**src/rtl/lcd_interface_pkg.sv**
```systemverilog
// lcd_interface_pkg
//   Shared definitions for the HD44780 4-bit write-only driver:
//   - controller command bytes
//   - strobe phase lengths in cycles
//   - FSM and strobe-phase enums
//   - helpers that turn microsecond delays into cycle counts for a given CLK_MHZ
package lcd_interface_pkg;

  // Wide enough for the 15 ms power-on wait at several hundred MHz.
  localparam int DLY_W = 24;

  localparam logic [7:0] FUNC_SET = 8'h28;  // 4-bit bus, 2 lines, 5x8 font
  localparam logic [7:0] ENTRY    = 8'h06;  // increment cursor, no shift
  localparam logic [7:0] DISP_ON  = 8'h0C;  // display on, cursor off
  localparam logic [7:0] CLEAR    = 8'h01;
  localparam logic [7:0] DDRAM_L1 = 8'h80;  // DDRAM address 0x00, line 1 column 0

  // Last count value of each strobe phase (setup 2, E high 12, hold 1 cycles).
  localparam logic [DLY_W-1:0] SETUP_LAST  = DLY_W'(2 - 1);
  localparam logic [DLY_W-1:0] STROBE_LAST = DLY_W'(12 - 1);
  localparam logic [DLY_W-1:0] HOLD_LAST   = DLY_W'(1 - 1);

  typedef enum logic [2:0] {PWR_WAIT, INIT, CFG, IDLE, ADDR, CHAR} lcd_state_t;
  typedef enum logic [2:0] {W_IDLE, W_SETUP, W_STROBE, W_HOLD, W_DELAY} wr_phase_t;

  function automatic logic [DLY_W-1:0] us_to_cyc(input int unsigned us,
                                                 input int unsigned clk_mhz);
    int unsigned cyc;
    cyc = us * clk_mhz;
    return cyc[DLY_W-1:0];
  endfunction

  function automatic logic [DLY_W-1:0] pwr_wait_cyc(input int unsigned clk_mhz);
    return us_to_cyc(15000, clk_mhz);
  endfunction

  // Waits after the four bare init nibbles: 4.1 ms, 100 us, 40 us, 40 us.
  function automatic logic [DLY_W-1:0] init_wait_cyc(input logic [1:0] step,
                                                     input int unsigned clk_mhz);
    case (step)
      2'd0:    return us_to_cyc(4100, clk_mhz);
      2'd1:    return us_to_cyc(100, clk_mhz);
      default: return us_to_cyc(40, clk_mhz);
    endcase
  endfunction

  function automatic logic [DLY_W-1:0] nibble_gap_cyc(input int unsigned clk_mhz);
    return us_to_cyc(1, clk_mhz);
  endfunction

  function automatic logic [DLY_W-1:0] cmd_wait_cyc(input int unsigned clk_mhz);
    return us_to_cyc(40, clk_mhz);
  endfunction

  function automatic logic [DLY_W-1:0] clear_wait_cyc(input int unsigned clk_mhz);
    return us_to_cyc(1640, clk_mhz);
  endfunction

  function automatic logic [7:0] cfg_byte(input logic [1:0] step);
    case (step)
      2'd0:    return FUNC_SET;
      2'd1:    return ENTRY;
      2'd2:    return DISP_ON;
      default: return CLEAR;
    endcase
  endfunction

endpackage

```
**src/rtl/lcd_nibble_writer.sv**
```systemverilog
// lcd_nibble_writer
//   Writes one nibble to the LCD bus and then waits a programmable delay:
//   setup (2 cycles, E=0), E high (12 cycles), hold (1 cycle, E=0),
//   then delay_cycles of idle bus.
//   Ports:
//     Clk, Rst      clock, asynchronous active-high reset
//     start         accepted only while not busy
//     nibble, rs    value and register select captured on start
//     delay_cycles  post-write wait, captured on start
//     busy          high from the cycle after start until the delay expires
//     lcd_data, lcd_e, lcd_rs  bus pins; data/rs hold their last value
module lcd_nibble_writer
  import lcd_interface_pkg::*;
(
  input  logic             Clk,
  input  logic             Rst,
  input  logic             start,
  input  logic [3:0]       nibble,
  input  logic             rs,
  input  logic [DLY_W-1:0] delay_cycles,
  output logic             busy,
  output logic [3:0]       lcd_data,
  output logic             lcd_e,
  output logic             lcd_rs
);

  wr_phase_t        phase, phase_d;
  logic [DLY_W-1:0] cnt, cnt_d, dly;
  logic             accept;

  assign accept = start && (phase == W_IDLE);

  // NOTE: state registers use non-blocking assignments so every flop samples
  // pre-edge values regardless of process evaluation order.
  always_ff @(posedge Clk or posedge Rst) begin
    if (Rst) begin
      phase    <= W_IDLE;
      cnt      <= '0;
      dly      <= '0;
      lcd_data <= '0;
      lcd_rs   <= 1'b0;
    end else begin
      phase <= phase_d;
      cnt   <= cnt_d;
      if (accept) begin
        lcd_data <= nibble;
        lcd_rs   <= rs;
        dly      <= delay_cycles;
      end
    end
  end

  // NOTE: every output of this block gets a default first, so no path can
  // leave a variable unassigned and infer a latch.
  always_comb begin
    phase_d = phase;
    cnt_d   = cnt + DLY_W'(1);
    case (phase)
      W_IDLE: begin
        cnt_d = '0;
        if (start) phase_d = W_SETUP;
      end
      W_SETUP: if (cnt == SETUP_LAST) begin
        phase_d = W_STROBE;
        cnt_d   = '0;
      end
      W_STROBE: if (cnt == STROBE_LAST) begin
        phase_d = W_HOLD;
        cnt_d   = '0;
      end
      W_HOLD: if (cnt == HOLD_LAST) begin
        phase_d = (dly == '0) ? W_IDLE : W_DELAY;
        cnt_d   = '0;
      end
      W_DELAY: if (cnt == dly - DLY_W'(1)) begin
        phase_d = W_IDLE;
        cnt_d   = '0;
      end
      default: begin
        phase_d = W_IDLE;
        cnt_d   = '0;
      end
    endcase
  end

  assign busy = (phase != W_IDLE);
  // Decoded straight from the phase flop so an asynchronous reset drops E at once.
  assign lcd_e = (phase == W_STROBE);

endmodule

```
**src/rtl/lcd_interface.sv**
```systemverilog
// lcd_interface
//   Runs HD44780 power-on initialisation over a 4-bit bus, then rewrites
//   line 1 with the 16-character Display string each time GO is accepted.
//   Ports:
//     Clk, Rst   clock, asynchronous active-high reset
//     GO         single-cycle update request (coalesced via a pending flag)
//     Display    16 ASCII bytes, [128:121] is column 0
//     LCD_Data   data nibble, LCD_E enable, LCD_RS register select
//     LCD_RW     tied 0 (write only)
module lcd_interface
  import lcd_interface_pkg::*;
#(
  parameter int unsigned CLK_MHZ = 50
) (
  input  logic         Clk,
  input  logic         Rst,
  input  logic         GO,
  input  logic [128:1] Display,
  output logic [11:8]  LCD_Data,
  output logic         LCD_E,
  output logic         LCD_RS,
  output logic         LCD_RW
);

  lcd_state_t       state, state_d, next_state;
  logic [3:0]       idx, idx_d;      // step / byte index within the state
  logic             half, half_d;    // 0 = high nibble of a byte, 1 = low
  logic [DLY_W-1:0] pwr_cnt;
  logic             pending, accept;
  logic [127:0]     line_buf;

  logic             want, byte_mode, last, slow;
  logic [7:0]       cur_byte;
  logic             wr_start, wr_rs, wr_busy;
  logic [3:0]       wr_nibble;
  logic [DLY_W-1:0] wr_delay;

  always_ff @(posedge Clk or posedge Rst) begin
    if (Rst) begin
      state   <= PWR_WAIT;
      idx     <= '0;
      half    <= 1'b0;
      pwr_cnt <= '0;
      pending <= 1'b0;
    end else begin
      state   <= state_d;
      idx     <= idx_d;
      half    <= half_d;
      pwr_cnt <= (state == PWR_WAIT) ? pwr_cnt + DLY_W'(1) : '0;
      pending <= GO | (pending & ~accept);
    end
  end

  // NOTE: the line buffer is pure data, only read after a load, so it carries
  // no reset.
  always_ff @(posedge Clk) begin
    if (accept) line_buf <= Display;
  end

  always_comb begin
    state_d    = state;
    idx_d      = idx;
    half_d     = half;
    next_state = state;
    accept     = 1'b0;
    want       = 1'b0;
    byte_mode  = 1'b0;
    last       = 1'b0;
    slow       = 1'b0;
    cur_byte   = 8'h00;
    wr_rs      = 1'b0;
    wr_nibble  = 4'h0;
    wr_delay   = '0;

    case (state)
      // The first init nibble is launched on the last wait cycle so that
      // its E rises exactly 15 ms + 2 setup cycles after reset.
      PWR_WAIT: begin
        want       = (pwr_cnt == pwr_wait_cyc(CLK_MHZ) - DLY_W'(1));
        wr_nibble  = 4'h3;
        wr_delay   = init_wait_cyc(2'd0, CLK_MHZ);
        last       = 1'b1;
        next_state = INIT;
      end
      // Remaining bare nibbles 0x3, 0x3, 0x2 (init steps 1..3).
      INIT: begin
        want       = 1'b1;
        wr_nibble  = (idx == 4'd2) ? 4'h2 : 4'h3;
        wr_delay   = init_wait_cyc(idx[1:0] + 2'd1, CLK_MHZ);
        last       = (idx == 4'd2);
        next_state = CFG;
      end
      CFG: begin
        want       = 1'b1;
        byte_mode  = 1'b1;
        cur_byte   = cfg_byte(idx[1:0]);
        last       = (idx == 4'd3);
        slow       = (idx == 4'd3);   // Clear needs the long wait
        next_state = IDLE;
      end
      IDLE: begin
        if (pending) begin
          accept  = 1'b1;
          state_d = ADDR;
        end
      end
      ADDR: begin
        want       = 1'b1;
        byte_mode  = 1'b1;
        cur_byte   = DDRAM_L1;
        last       = 1'b1;
        next_state = CHAR;
      end
      CHAR: begin
        want       = 1'b1;
        byte_mode  = 1'b1;
        wr_rs      = 1'b1;
        cur_byte   = line_buf[{~idx, 3'b000} +: 8];  // column idx, column 0 at MSB
        last       = (idx == 4'd15);
        next_state = IDLE;
      end
      default: state_d = PWR_WAIT;
    endcase

    if (byte_mode) begin
      wr_nibble = half ? cur_byte[3:0] : cur_byte[7:4];
      if (!half)     wr_delay = nibble_gap_cyc(CLK_MHZ);
      else if (slow) wr_delay = clear_wait_cyc(CLK_MHZ);
      else           wr_delay = cmd_wait_cyc(CLK_MHZ);
    end

    // A new state may be entered while the writer still runs its delay;
    // its first write simply waits for busy to clear.
    wr_start = want && !wr_busy;
    if (wr_start) begin
      if (byte_mode && !half) begin
        half_d = 1'b1;
      end else begin
        half_d = 1'b0;
        if (last) begin
          state_d = next_state;
          idx_d   = '0;
        end else begin
          idx_d = idx + 4'd1;
        end
      end
    end
  end

  lcd_nibble_writer u_writer (
    .Clk          (Clk),
    .Rst          (Rst),
    .start        (wr_start),
    .nibble       (wr_nibble),
    .rs           (wr_rs),
    .delay_cycles (wr_delay),
    .busy         (wr_busy),
    .lcd_data     (LCD_Data),
    .lcd_e        (LCD_E),
    .lcd_rs       (LCD_RS)
  );

  assign LCD_RW = 1'b0;

endmodule

```
**config.mk**
```make
export PLATFORM = sky130hd
export DESIGN_NAME = lcd_interface
export DESIGN_NICKNAME = d
export VERILOG_FILES = /design/src/rtl/lcd_interface_pkg.sv /design/src/rtl/lcd_nibble_writer.sv /design/src/rtl/lcd_interface.sv
export SDC_FILE = /design/constraint.sdc
export NUM_CORES = 1
export LEC_CHECK = 0
export ABC_CLOCK_PERIOD_IN_PS = 7250
export CAP_MARGIN = 0
export CORE_MARGIN = 3
export CORE_UTILIZATION = 34
export CTS_CLUSTER_DIAMETER = 200
export DETAILED_ROUTE_END_ITERATION = 10
export HOLD_SLACK_MARGIN = 0.12
export MAX_ROUTING_LAYER = met4
export REMOVE_ABC_BUFFERS = 1
export SLEW_MARGIN = 20
export SYNTH_ARGS = -nofsm -noshare
export SYNTH_HDL_FRONTEND = slang
export SYNTH_SLANG_ARGS = --single-unit
```
**constraint.sdc**
```tcl
create_clock -name Clk -period 7.25 [get_ports Clk]
set_input_delay 1.45 -clock Clk [delete_from_list [all_inputs] [get_ports Clk]]
set_output_delay 1.45 -clock Clk [all_outputs]
set_load 0.1 [all_outputs]
```
==> metrics, run 1 <==
ANT cells 0; placed cell area 11110 sq um; min Tclk post-route 3.870 ns; CP required 5.80 ns; RSZ-0062 raised after global routing no; first-pass GRT wire length 32890 um; Final Hold Fails 0; Max Cap Viol 0; post-route cell area 11860 sq um; Post-DP HPWL 14300 um; Buffers on Ports 136; vias in the first global route 6124; I/O pins 138; Net Sw Frac 19.34%; Async SR Flop Fraction 36.95%; ys flop type edfxtp_1; die height 172.8 um; Via Count 6021; # resized after CTS 0; Routed Wire Length 20250 um; RePlAce Congestion 0.8644; most frequent cells in the layout 136 x clkdlybuf4s50_1, 128 x edfxtp_1, 74 x dfrtp_1; Util after Layout 43.65%; crit path kind reg -> out; Yosys reg bits 203; Post-synth EDFFs 128; cell count after placement 1177; Synth Area per Inst 13.42 sq um; final setup TNS 0 ns; relative slew slack 30.22%; HP Class reg -> reg; Critical Path AT 2.42 ns; status finished, final reports clean; total track usage 13.86%; Clk pwr share 46.7%; Initial Utilization 34.80%; Switching Power 0.0004763 W; fin nets 972; Internal 0.001986 W; Iteration-0 DRC Markers 378; first-pass iteration count of the detailed router 5; critical path startpoint category flip-flop; Fill cells 2560; Num CTS Buffers 23; Via-to-Cell Ratio 4.939; sequential area share after synthesis 60.48%; Area growth syn-to-layout 25.41%; Reg clk slew, reported paths 0.06 ns; initial antenna violation count 0; Clock Tree Root clkbuf_16; post-route setup slack 3.380 ns; WL/cell 16.61 um; Sink Count 203; Worst Skew 0.02902 ns; slowest CP cell clkdlybuf4s50_1; Buf/Inv on CP 1; largest net degree at the start of global routing 76; Slew Limit Fails 0; CP endpoint kind output port; combinational share of power 3.3%; yosys warns 0; die area 29850 sq um; Die Wd 172.8 um; ANT nets after route 0; post-synthesis cell area 9458 sq um; Setup Fix Bufs, Post-CTS 0; crit path cell chain nor3b_1 > clkdlybuf4s50_1; max frequency 258.4 MHz; ratio of cells with drive above 1 in the final layout 13.11%; CP Max Fanout 9; part of the cycle the worst path needs 53.38%; Max VDD drop 0.0001637 V; final cell count without fillers 1219; slowest cell delay on critical path 1.18 ns; post-placement setup slack 3.849 ns; H-tree depth 1; Slew @ Worst Pin 1.043 ns; power density over the cells 207.6 nW/um^2; worst skew pair latency 0.52 ns; Core Area 27180 sq um; reported leakage power 4.140 nW; Max Root-Sink Buffers 3; post-synth cell types 65; commonest non-fill, non-tap cell in the layout clkdlybuf4s50_1; Mapped Cells 705; drt drc 0; # rows 60; CTS tree built; hold bufs inserted after CTS 0; gr ovfl total 0; CP top delay family buffers and inverters; Setup violations, final 0; part of the power in registers 50.0%
-- layer usage --
metal,share of wire [%],routed length [um],GRT usage [%],vias up
met1,43,8646,17.89,2898
met2,47,9419,21.30,195
li1,-,-,-,2888
met3,8.3,1684,4.216,40
met4,2.5,499,3.986,0
met5,0,0,-,-
-- final timing paths --
check | startpoint | end | slack, ns | cells past startpoint
worst min register to register | pwr_cnt[0] | pwr_cnt[0] | 0.49 | 1
worst max register to register | state[0] | idx[3] | 3.83 | 7
worst max-delay path | u_writer.phase[0] | LCD_E | 3.38 | 2
min in group asynchronous | Rst | pwr_cnt[6] | 1.19 | 2
worst min-delay path | pwr_cnt[0] | pwr_cnt[0] | 0.49 | 1
max in group asynchronous | Rst | idx[0] | 4.94 | 3
-- power groups by stage --
stage	Combinational [W]	Clock (W)	Sequential (W)
floorplan	0.00000833	0	0.00126
global placement	0.0000827	0	0.00126
detailed placement	0.0000831	0	0.00126
CTS	0.0000834	0.00118	0.00123
global route	0.0000881	0.00123	0.00123
finish	0.0000813	0.00115	0.00123
-- cell families (layout without fill, tap and decap cells) --
| logic type | count (synthesis) | in the layout | synth area share (%) |
|---|---|---|---|
| fa+ha+maj | 11 | 11 | 1.455 |
| buf+inv | 60 | 202 | 2.977 |
| simple gates | 217 | 217 | 12.01 |
| other cells | 1 | 1 | 0.03965 |
| xor+xnor | 56 | 56 | 5.186 |
| mux | 46 | 46 | 9.975 |
| compound gates | 111 | 111 | 7.872 |
| flops | 203 | 203 | 60.48 |
-- sequential cells by signal (all words and copies together), names as in the netlist --
name	flops
u_writer.dly	11
u_writer.phase	3
idx	4
u_writer.lcd_rs	1
u_writer.lcd_data	4
line_buf	128
pwr_cnt	24
state	3
u_writer.cnt	24
pending	1
-- synth_stat cells (all sizes together), types with 14 or more instances --
master	instances	area, sq um
a21oi	44	272.8
buf	14	108.9
clkbuf	26	97.59
dfrtp	75	1877
edfxtp	128	3844
inv	20	75.07
mux4	38	855.8
nand2	57	216.5
nand3	25	125.1
nand4	15	93.84
nor2	47	176.4
nor3	17	96.35
o21ai	31	155.1
xnor2	31	271.5
xor2	25	219.0
-- final cells by class --
cell class / instances / area [sq um] / area share (%)
clock buffer: 29 / 598.1 / 5.042
multi-input combinational: 442 / 3457 / 29.15
sequential: 203 / 5722 / 48.24
timing repair buffer: 140 / 1391 / 11.73
clock inverter: 13 / 150.1 / 1.266
tap: 372 / 465.4 / 3.924
inverter: 20 / 77.57 / 0.6540
-- worst reg2reg max path: stages, from the launching register on --
cell and delay, ns:
dfrtp_1 0.66, or3_1 0.75, nand2_1 0.10, o21ai_1 0.25
nand2_1 0.60, or3_1 0.60, or3_1 0.32, nand3_1 0.07
-- per-stage QoR --
stage          hold WS (ns)  total power [W]
6_report             0.4897         0.002462
4_1_cts              0.4904         0.002499
2_1_floorplan        0.4479         0.001264
3_3_place_gp         0.4820         0.001338
5_1_grt              0.5127         0.002554
3_5_place_dp         0.4743         0.001339
Note: power is estimated with default switching activity, not from simulation.
==> run 2: changes to the inputs <==
ABC_CLOCK_PERIOD_IN_PS = 3400   (was 7250)
clock period = 3.4 ns   (was 7.25 ns; I/O delays follow)
==> metrics, run 2 (same netlist as run 1, synthesis figures left out) <==
largest net degree at the start of global routing 50 (-34%); crit path kind reg -> reg; status finished, final reports clean; ANT cells 0 (unchanged); Initial Utilization 34.80% (unchanged); Core Area 27180 sq um (unchanged); metal1 wirelength 8987 um (+3.9%); Routed Wire Length 20610 um (+1.8%); CTS tree built; Setup Fix Bufs, Post-CTS 0 (unchanged); RePlAce Congestion 0.8581 (-0.73%); # resized after CTS 0 (unchanged); Critical Path AT 3.09 ns (+0.67 ns); Max Used Layer met4; vias in the first global route 6279 (+2.5%); DR WL met2 10050 um (+6.7%); Via-to-Cell Ratio 4.925 (-0.28%); Net Sw Frac 19.23% (-0.11 points); Fill cells 2534 (-1.0%); most frequent cells in the layout 130 x clkdlybuf4s50_1, 128 x edfxtp_1, 74 x dfrtp_1; reported leakage power 4.239 nW (+2.4%); WL/cell 16.73 um (+0.72%); Max Cap Viol 0 (unchanged); Largest regs line_buf: 128 flops, pwr_cnt: 24 flops, u_writer.cnt: 24 flops; hold bufs inserted after CTS 0 (unchanged); RSZ-0062 raised after global routing no; most flop-heavy register line_buf; Buffers on Ports 136 (unchanged); power density over the cells 436.9 nW/um^2 (+110%); post-route setup slack 0.6707 ns (-2.710 ns); post-route cell area 11980 sq um (+1.0%); routed wl met3 1301 um (-23%); # rows 60 (unchanged); Area growth syn-to-layout 26.68%; Clk pwr share 46.4% (-0.3 points); Pwr Total 0.005235 W (+110%); Iteration-0 DRC Markers 252 (-33%); Num CTS Buffers 23 (unchanged); Via Count 6068 (+0.78%); HP Class reg -> reg; initial antenna violation count 0 (unchanged); placed cell area 11240 sq um (+1.1%); max frequency 366.4 MHz; combinational share of power 3.4% (about the same); Final Hold Fails 0 (unchanged); post-placement setup slack 0.6579 ns (-3.191 ns); commonest non-fill, non-tap cell in the layout clkdlybuf4s50_1; Max VDD drop 0.0004179 V (+160%); first-pass GRT wire length 33510 um (+1.9%); Clock Tree Root clkbuf_16; worst skew pair latency 0.51 ns (about the same); fin nets 986 (+1.4%); Worst Skew 0.01974 ns (-0.009282 ns); Reg clk slew, reported paths 0.06 ns (about the same); CP endpoint kind flip-flop; relative slew slack 58.17% (+28 points); Max Root-Sink Buffers 3 (unchanged); part of the cycle the worst path needs 80.27%; part of the power in registers 50.2% (+0.2 points); max reg flops 128 (unchanged); Sink Count 203 (unchanged); CP required 3.76 ns (-2.04 ns); Post-DP HPWL 14930 um (+4.4%); critical path startpoint category flip-flop; die height 172.8 um (unchanged); Internal 0.004228 W (+110%); ratio of cells with drive above 1 in the final layout 15.00% (+1.9 points); H-tree depth 1 (unchanged); drt drc 0 (unchanged); min Tclk post-route 2.729 ns; Slew Limit Fails 0 (unchanged); Die Wd 172.8 um (unchanged); CP Max Fanout 24 (+15); die area 29850 sq um (unchanged); Setup violations, final 0 (unchanged); I/O pins 138 (unchanged); gr ovfl total 0 (unchanged); first-pass iteration count of the detailed router 5 (unchanged); Switching Power 0.001007 W (+110%); total track usage 14.06% (+0.20 points); ANT nets after route 0 (unchanged); Slew @ Worst Pin 0.6275 ns (-0.4160 ns)
-- run 2: cell types whose count changed in the layout (fill, tap and decap cells not counted), sizes merged --
cell           before  now
clkdlybuf4s50     136  130
clkbuf             29   27
clkinvlp            4    2
buf                 4   24
clkinv              5    8
-- run 2: power groups by stage --
stage	logic [W]	clock network (W)	registers (W)
after floorplan	0.0000178	0	0.00268
after global placement	0.000181	0	0.00268
after detailed placement	0.000182	0	0.00268
after CTS	0.000183	0.00250	0.00263
after global routing	0.000194	0.00259	0.00263
final	0.000179	0.00243	0.00263
-- run 2: through the flow --
| step | hold slack [ns] | setup TNS (ns) | util [%] | std cells |
|---|---|---|---|---|
| 3_3_place_gp | 0.4661 | 0 | 41.36 | 1191 |
| 3_5_place_dp | 0.4681 | 0 | 41.36 | 1191 |
| 2_1_floorplan | 0.4479 | -46.04 | - | 665 |
| 6_report | 0.4792 | 0 | 44.09 | 1232 |
| 5_1_grt | 0.4935 | 0 | 44.09 | 1232 |
| 4_1_cts | 0.4819 | 0 | 44.09 | 1232 |
-- run 2: metal layers --
layer  GRT usage, %  vias up
met3          2.986       19
li1               -     2915
met5              -        -
met4          2.736        0
met1          18.34     2949
met2          23.00      185
-- run 2: critical path, stage by stage (launching register included) --
cell and delay [ns]:
dfrtp_1 0.56, nor4_1 0.49, a2bb2oi_1 0.16, nor4_1 0.27, o2111ai_1 0.22, a2111oi_4 0.27, a31o_4 0.46, a21oi_1 0.15
-- run 2: path summary, 6_finish.rpt --
kind / slack [ns] / to / cells past startpoint / startpoint
max: 0.67 / u_writer.cnt[2] / 7 / u_writer.dly[9]
min reg2reg: 0.48 / u_writer.lcd_data[0] / 1 / u_writer.lcd_data[0]
min in group asynchronous: 0.58 / pwr_cnt[13] / 2 / Rst
max in group asynchronous: 2.13 / u_writer.cnt[6] / 3 / Rst
min: 0.48 / u_writer.lcd_data[0] / 1 / u_writer.lcd_data[0]
max reg2reg: 0.67 / u_writer.cnt[2] / 7 / u_writer.dly[9]
-- run 2: layout make-up --
class	instances	area (sq um)	area share (%)
flip-flops and latches	203	5722	47.75
multi-input cells	442	3456	28.84
repair buffers	154	1519	12.68
clock buffers	27	590.6	4.929
well taps	372	465.4	3.885
clock inverters	14	151.4	1.264
inverters	20	77.57	0.6475
